===== src/rtl/mux8_rr_arbiter_if.sv =====
// mux8_rr_arbiter_if: request/grant/select bundle between requesters and the mux arbiter
interface mux8_rr_arbiter_if;
  logic [7:0] req;
  logic [7:0] grant;
  logic S0;
  logic S1;
  logic S2;
  logic busy;
  modport master(output req, input grant, S0, S1, S2, busy);
  modport slave(input req, output grant, S0, S1, S2, busy);
endinterface


===== src/rtl/mux8_rr_arbiter.sv =====
// mux8_rr_arbiter: round-robin arbiter driving the 8:1 mux select lines
module mux8_rr_arbiter #(
  parameter int unsigned MAX_HOLD = 4
) (
  input logic clk,
  input logic rst,
  mux8_rr_arbiter_if.slave bus
);
  typedef enum logic {IDLE, OWN} state_t;
  localparam logic [7:0] MAX = 8'(MAX_HOLD);
  state_t state, state_n;
  logic [2:0] ptr, ptr_n, sel, sel_n, base, nxt;
  logic [7:0] grant, grant_n, hold_cnt, hold_n, cand;
  logic found, sat;
  // in OWN the scan starts after the owner and excludes it; sel doubles as owner index
  always_comb begin
    sat = hold_cnt >= MAX;
    cand = state == IDLE ? bus.req : bus.req & ~(8'b1 << sel);
    base = state == IDLE ? ptr : sel + 3'd1;
    found = 1'b0;
    nxt = 3'd0;
    for (int i = 7; i >= 0; i--)
      if (cand[base + 3'(i)]) begin
        found = 1'b1;
        nxt = base + 3'(i);
      end
  end
  always_comb begin
    state_n = state;
    ptr_n = ptr;
    sel_n = sel;
    grant_n = grant;
    hold_n = hold_cnt;
    if (state == OWN && (!bus.req[sel] || (sat && found))) begin
      ptr_n = sel + 3'd1;
      state_n = IDLE;
      grant_n = 8'h00;
    end else if (state == OWN)
      hold_n = sat ? MAX : hold_cnt + 8'd1;
    if (found && (state == IDLE || !bus.req[sel] || sat)) begin
      state_n = OWN;
      grant_n = 8'b1 << nxt;
      sel_n = nxt;
      hold_n = 8'd1;
    end
  end
  always_ff @(posedge clk or posedge rst)
    if (rst) begin
      state <= IDLE;
      ptr <= 3'd0;
      sel <= 3'd0;
      grant <= 8'h00;
      hold_cnt <= 8'd0;
    end else begin
      state <= state_n;
      ptr <= ptr_n;
      sel <= sel_n;
      grant <= grant_n;
      hold_cnt <= hold_n;
    end
  assign bus.grant = grant;
  assign {bus.S2, bus.S1, bus.S0} = sel;
  assign bus.busy = |grant;
endmodule


===== src/flat_wrapper.sv =====
// flat-port wrapper written by rule: the top's interface ports become plain ports
module mux8_rr_arbiter_flat 
#(
  parameter int unsigned MAX_HOLD = 4
)
  (clk, rst, bus_req, bus_grant, bus_S0, bus_S1, bus_S2, bus_busy);
  mux8_rr_arbiter_if bus_i ();
  input logic clk;
  input logic rst;
  input wire logic [$bits(bus_i.req)-1:0] bus_req;
  output wire logic [$bits(bus_i.grant)-1:0] bus_grant;
  output wire logic [$bits(bus_i.S0)-1:0] bus_S0;
  output wire logic [$bits(bus_i.S1)-1:0] bus_S1;
  output wire logic [$bits(bus_i.S2)-1:0] bus_S2;
  output wire logic [$bits(bus_i.busy)-1:0] bus_busy;
  assign bus_i.req = bus_req;
  assign bus_grant = bus_i.grant;
  assign bus_S0 = bus_i.S0;
  assign bus_S1 = bus_i.S1;
  assign bus_S2 = bus_i.S2;
  assign bus_busy = bus_i.busy;
  mux8_rr_arbiter #(.MAX_HOLD(MAX_HOLD)) u_core (.clk(clk), .rst(rst), .bus(bus_i));
endmodule

===== config.mk =====
export PLATFORM = sky130hd
export DESIGN_NAME = mux8_rr_arbiter_flat
export DESIGN_NICKNAME = d
export VERILOG_FILES = /design/src/rtl/mux8_rr_arbiter_if.sv /design/src/rtl/mux8_rr_arbiter.sv /design/src/flat_wrapper.sv
export SDC_FILE = /design/constraint.sdc
export NUM_CORES = 1
export LEC_CHECK = 0
export BUFFER_PORTS_ARGS = -buffer_cell sky130_fd_sc_hd__buf_2
export CORE_MARGIN = 2
export CORE_UTILIZATION = 54
export DETAILED_ROUTE_END_ITERATION = 8
export PLACE_DENSITY_LB_ADDON = 0.05
export SYNTH_ARGS = -nofsm -noshare
export SYNTH_HDL_FRONTEND = slang
export SYNTH_SLANG_ARGS = --single-unit
export TNS_END_PERCENT = 1

===== constraint.sdc =====
create_clock -name clk -period 3.8 [get_ports clk]
set_clock_uncertainty 0.05 [all_clocks]
set_input_delay 0.57 -clock clk [delete_from_list [all_inputs] [get_ports clk]]
set_output_delay 0.57 -clock clk [all_outputs]
set_load 0.05 [all_outputs]

==> flow_summary.toml <==
[timing]
slew_headroom_pct = 43.4
max_slew.worst_pin.slew_ns = 0.848
finalCritPeriodShare_pct = 93.1
slew_viol_final = 0
setup_viol = 0
fmax_ghz = 0.283
rsz0062_at_grt = "no"
hold_ws_ns = 0.413
fin_setup_tns_ns = 0
finalHoldViolCount = 0
final.min_clock_period_ns = 3.54

[clocking]
cts_root_buffer = "clkbuf_8"
cts_tree = "yes"
cts_sinks = 23
cts_buffers = 3
h-tree-depth = 1
clock_path_buffers = 2
clk_pin_slew_ns = 0.08
clk_latency_ns = 0.26

[layout]
n_fill_cell = 335
final_common_cell = "nand2_1"
regArea_um2 = 578
area_growth_pct = 11.9
multi_input_area_mm2 = 0.00151
final_cell_mix = "nand2_1 (27), buf_2 (21), dfrtp_1 (21)"
drive_gt1_share_pct = 26.2
final_nets = 296
n_antenna_cell = 0

[die]
coreArea_mm2 = 0.00394
std_cell_rows = 23
dieArea_mm2 = 0.00457
initial_core_util_pct = 55.4
die_y_um = 67.6
ios = 22
die_w_um = 67.6

[job]
drv_cap = 0

[worst_setup_path]
crit_arrival_ns = 3.65
critical_path.startpoint_type = "register"
end_kind = "register"
path_max_fanout = 10
crit_required_ns = 3.91
crit_type = "register to register"

[global_routing]
grt_pass1_wl_mm = 9.34
grt_overflow_total = 0
use_met3_pct = 2.17
antenna_found_initial = 0
use_met2_pct = 43.9
grt_usage_pct = 27.1
busiest_layer = "met2"
grt_pass1_vias = 1913
met1_usage_pct = 37.7
grt_max_degree = 24

[routing]
vias = 2079
final_antenna_net_count = 0
vias_per_cell = 6.40
drtPass1Iterations = 5
wl_per_cell_um = 17.4
wl_mm = 5.64
drc = 0
drt_iter0_markers = 229

[synthesis]
yosysTopAreaCellShare_pct = 26.3
yosysSeqAreaShare_pct = 26.3
synthArstFlopShare_pct = 100
ys_seq_elements = 23
yosysTopAreaCell = "dfrtp_1"
synthesis.area_mm2 = 0.00218
synth-main-ff-cell = "dfrtp_1"
yosys-top-cells-area = "dfrtp_1 (26%), ha_1 (5.7%), nand2_1 (4.6%)"
yosys_warnings = 0
synth_cells = 245
synth_nets = 265
synth-edff-count = 0
ys_types = 68
syn_area_per_cell_um2 = 8.92

[outcome]
outcome = "completed"

[placement]
routabilityCongestion = 0.873
portBuffers = 21
dp.final_hpwl_mm = 4.39

[hold_path]
min_path_type = "input pin to asynchronous set/reset pin"
==> per-stage QoR <==
step	cell area [µm²]	utilization [%]	cells	setup slack, ns
floorplan	2190	-	245	0.0200
detailed placement	2390	60.5	320	0.198
CTS	2430	61.7	324	0.186
global placement	2390	60.5	320	0.201
finish	2440	62.0	325	0.264
global route	2440	62.0	325	0.0538
==> kinds of logic after synthesis <==
kind of cell             after synthesis  share of synthesized area, %
flip-flops                            23                          26.3
multiplexers                          16                          9.74
AO/OA/AOI/OAI                         80                          29.3
buffers and inverters                 19                          4.58
XOR/XNOR                               4                          1.60
adder cells (fa/ha/maj)               10                          5.73
AND/OR/NAND/NOR                       93                          22.7
==> critical path: stages (launching register included) <==
cell	delay (ns)
dfrtp_2	0.40
inv_1	0.08
ha_1	0.24
mux2_4	0.33
ha_1	0.34
buf_4	0.19
mux2i_1	0.43
mux2i_1	0.22
o311ai_2	0.32
a2111oi_2	0.13
o41a_1	0.43
a32o_1	0.28
==> flip-flops by register name, indices dropped and copies added, names as in the netlist <==
register / count
u_core.hold_cnt: 8
u_core.bus.grant: 8
u_core.state: 1
u_core.ptr: 3
u_core.sel: 3
==> worst paths after layout <==
path / slack, ns / start / endpoint / depth (start not counted)
setup / recovery: 0.26 / u_core.sel[0] / u_core.bus.grant[4] / 11
hold / removal: 0.41 / rst / u_core.bus.grant[1] / 2
setup reg to reg: 0.26 / u_core.sel[0] / u_core.bus.grant[4] / 11
hold reg to reg: 0.44 / u_core.hold_cnt[3] / u_core.hold_cnt[3] / 1
max in group asynchronous: 2.70 / rst / u_core.sel[1] / 2
min in group clk: 0.44 / u_core.hold_cnt[3] / u_core.hold_cnt[3] / 1
==> Yosys cell counts, types with 5 or more instances <==
| master | number |
|---|---|
| nand2_1 | 27 |
| dfrtp_1 | 23 |
| o21ai_0 | 15 |
| nand3_1 | 13 |
| nor2_1 | 13 |
| and2_1 | 10 |
| ha_1 | 10 |
| inv_1 | 9 |
| a21oi_1 | 8 |
| mux2i_1 | 7 |
| nor3_1 | 5 |
| o211ai_1 | 5 |
==> routing by layer <==
layer | part of all wire, % | routed length [µm] | up-vias
met5 | 0 | 0 | -
met4 | 2.8 | 160 | 0
met3 | 5.3 | 300 | 16
met2 | 47 | 2670 | 80
met1 | 44 | 2510 | 991
li1 | - | - | 992
==> final cells by class <==
cell class,count,area share (%)
clock buffer,3,1.69
clock inverter,1,0.205
inverter,11,1.69
multi-input combinational,203,61.9
sequential,23,23.6
tap,50,2.56
timing repair buffer,34,8.29
==> what timing repair did <==
action                     4_1_cts  5_1_grt
setup endpoints to repair        0        4
gates resized for setup          0        1
hold buffers                     0        0
setup buffers                    0        1
Power is not shown: default switching activity piles up to over one toggle a cycle in this logic, so the estimate is an artifact.
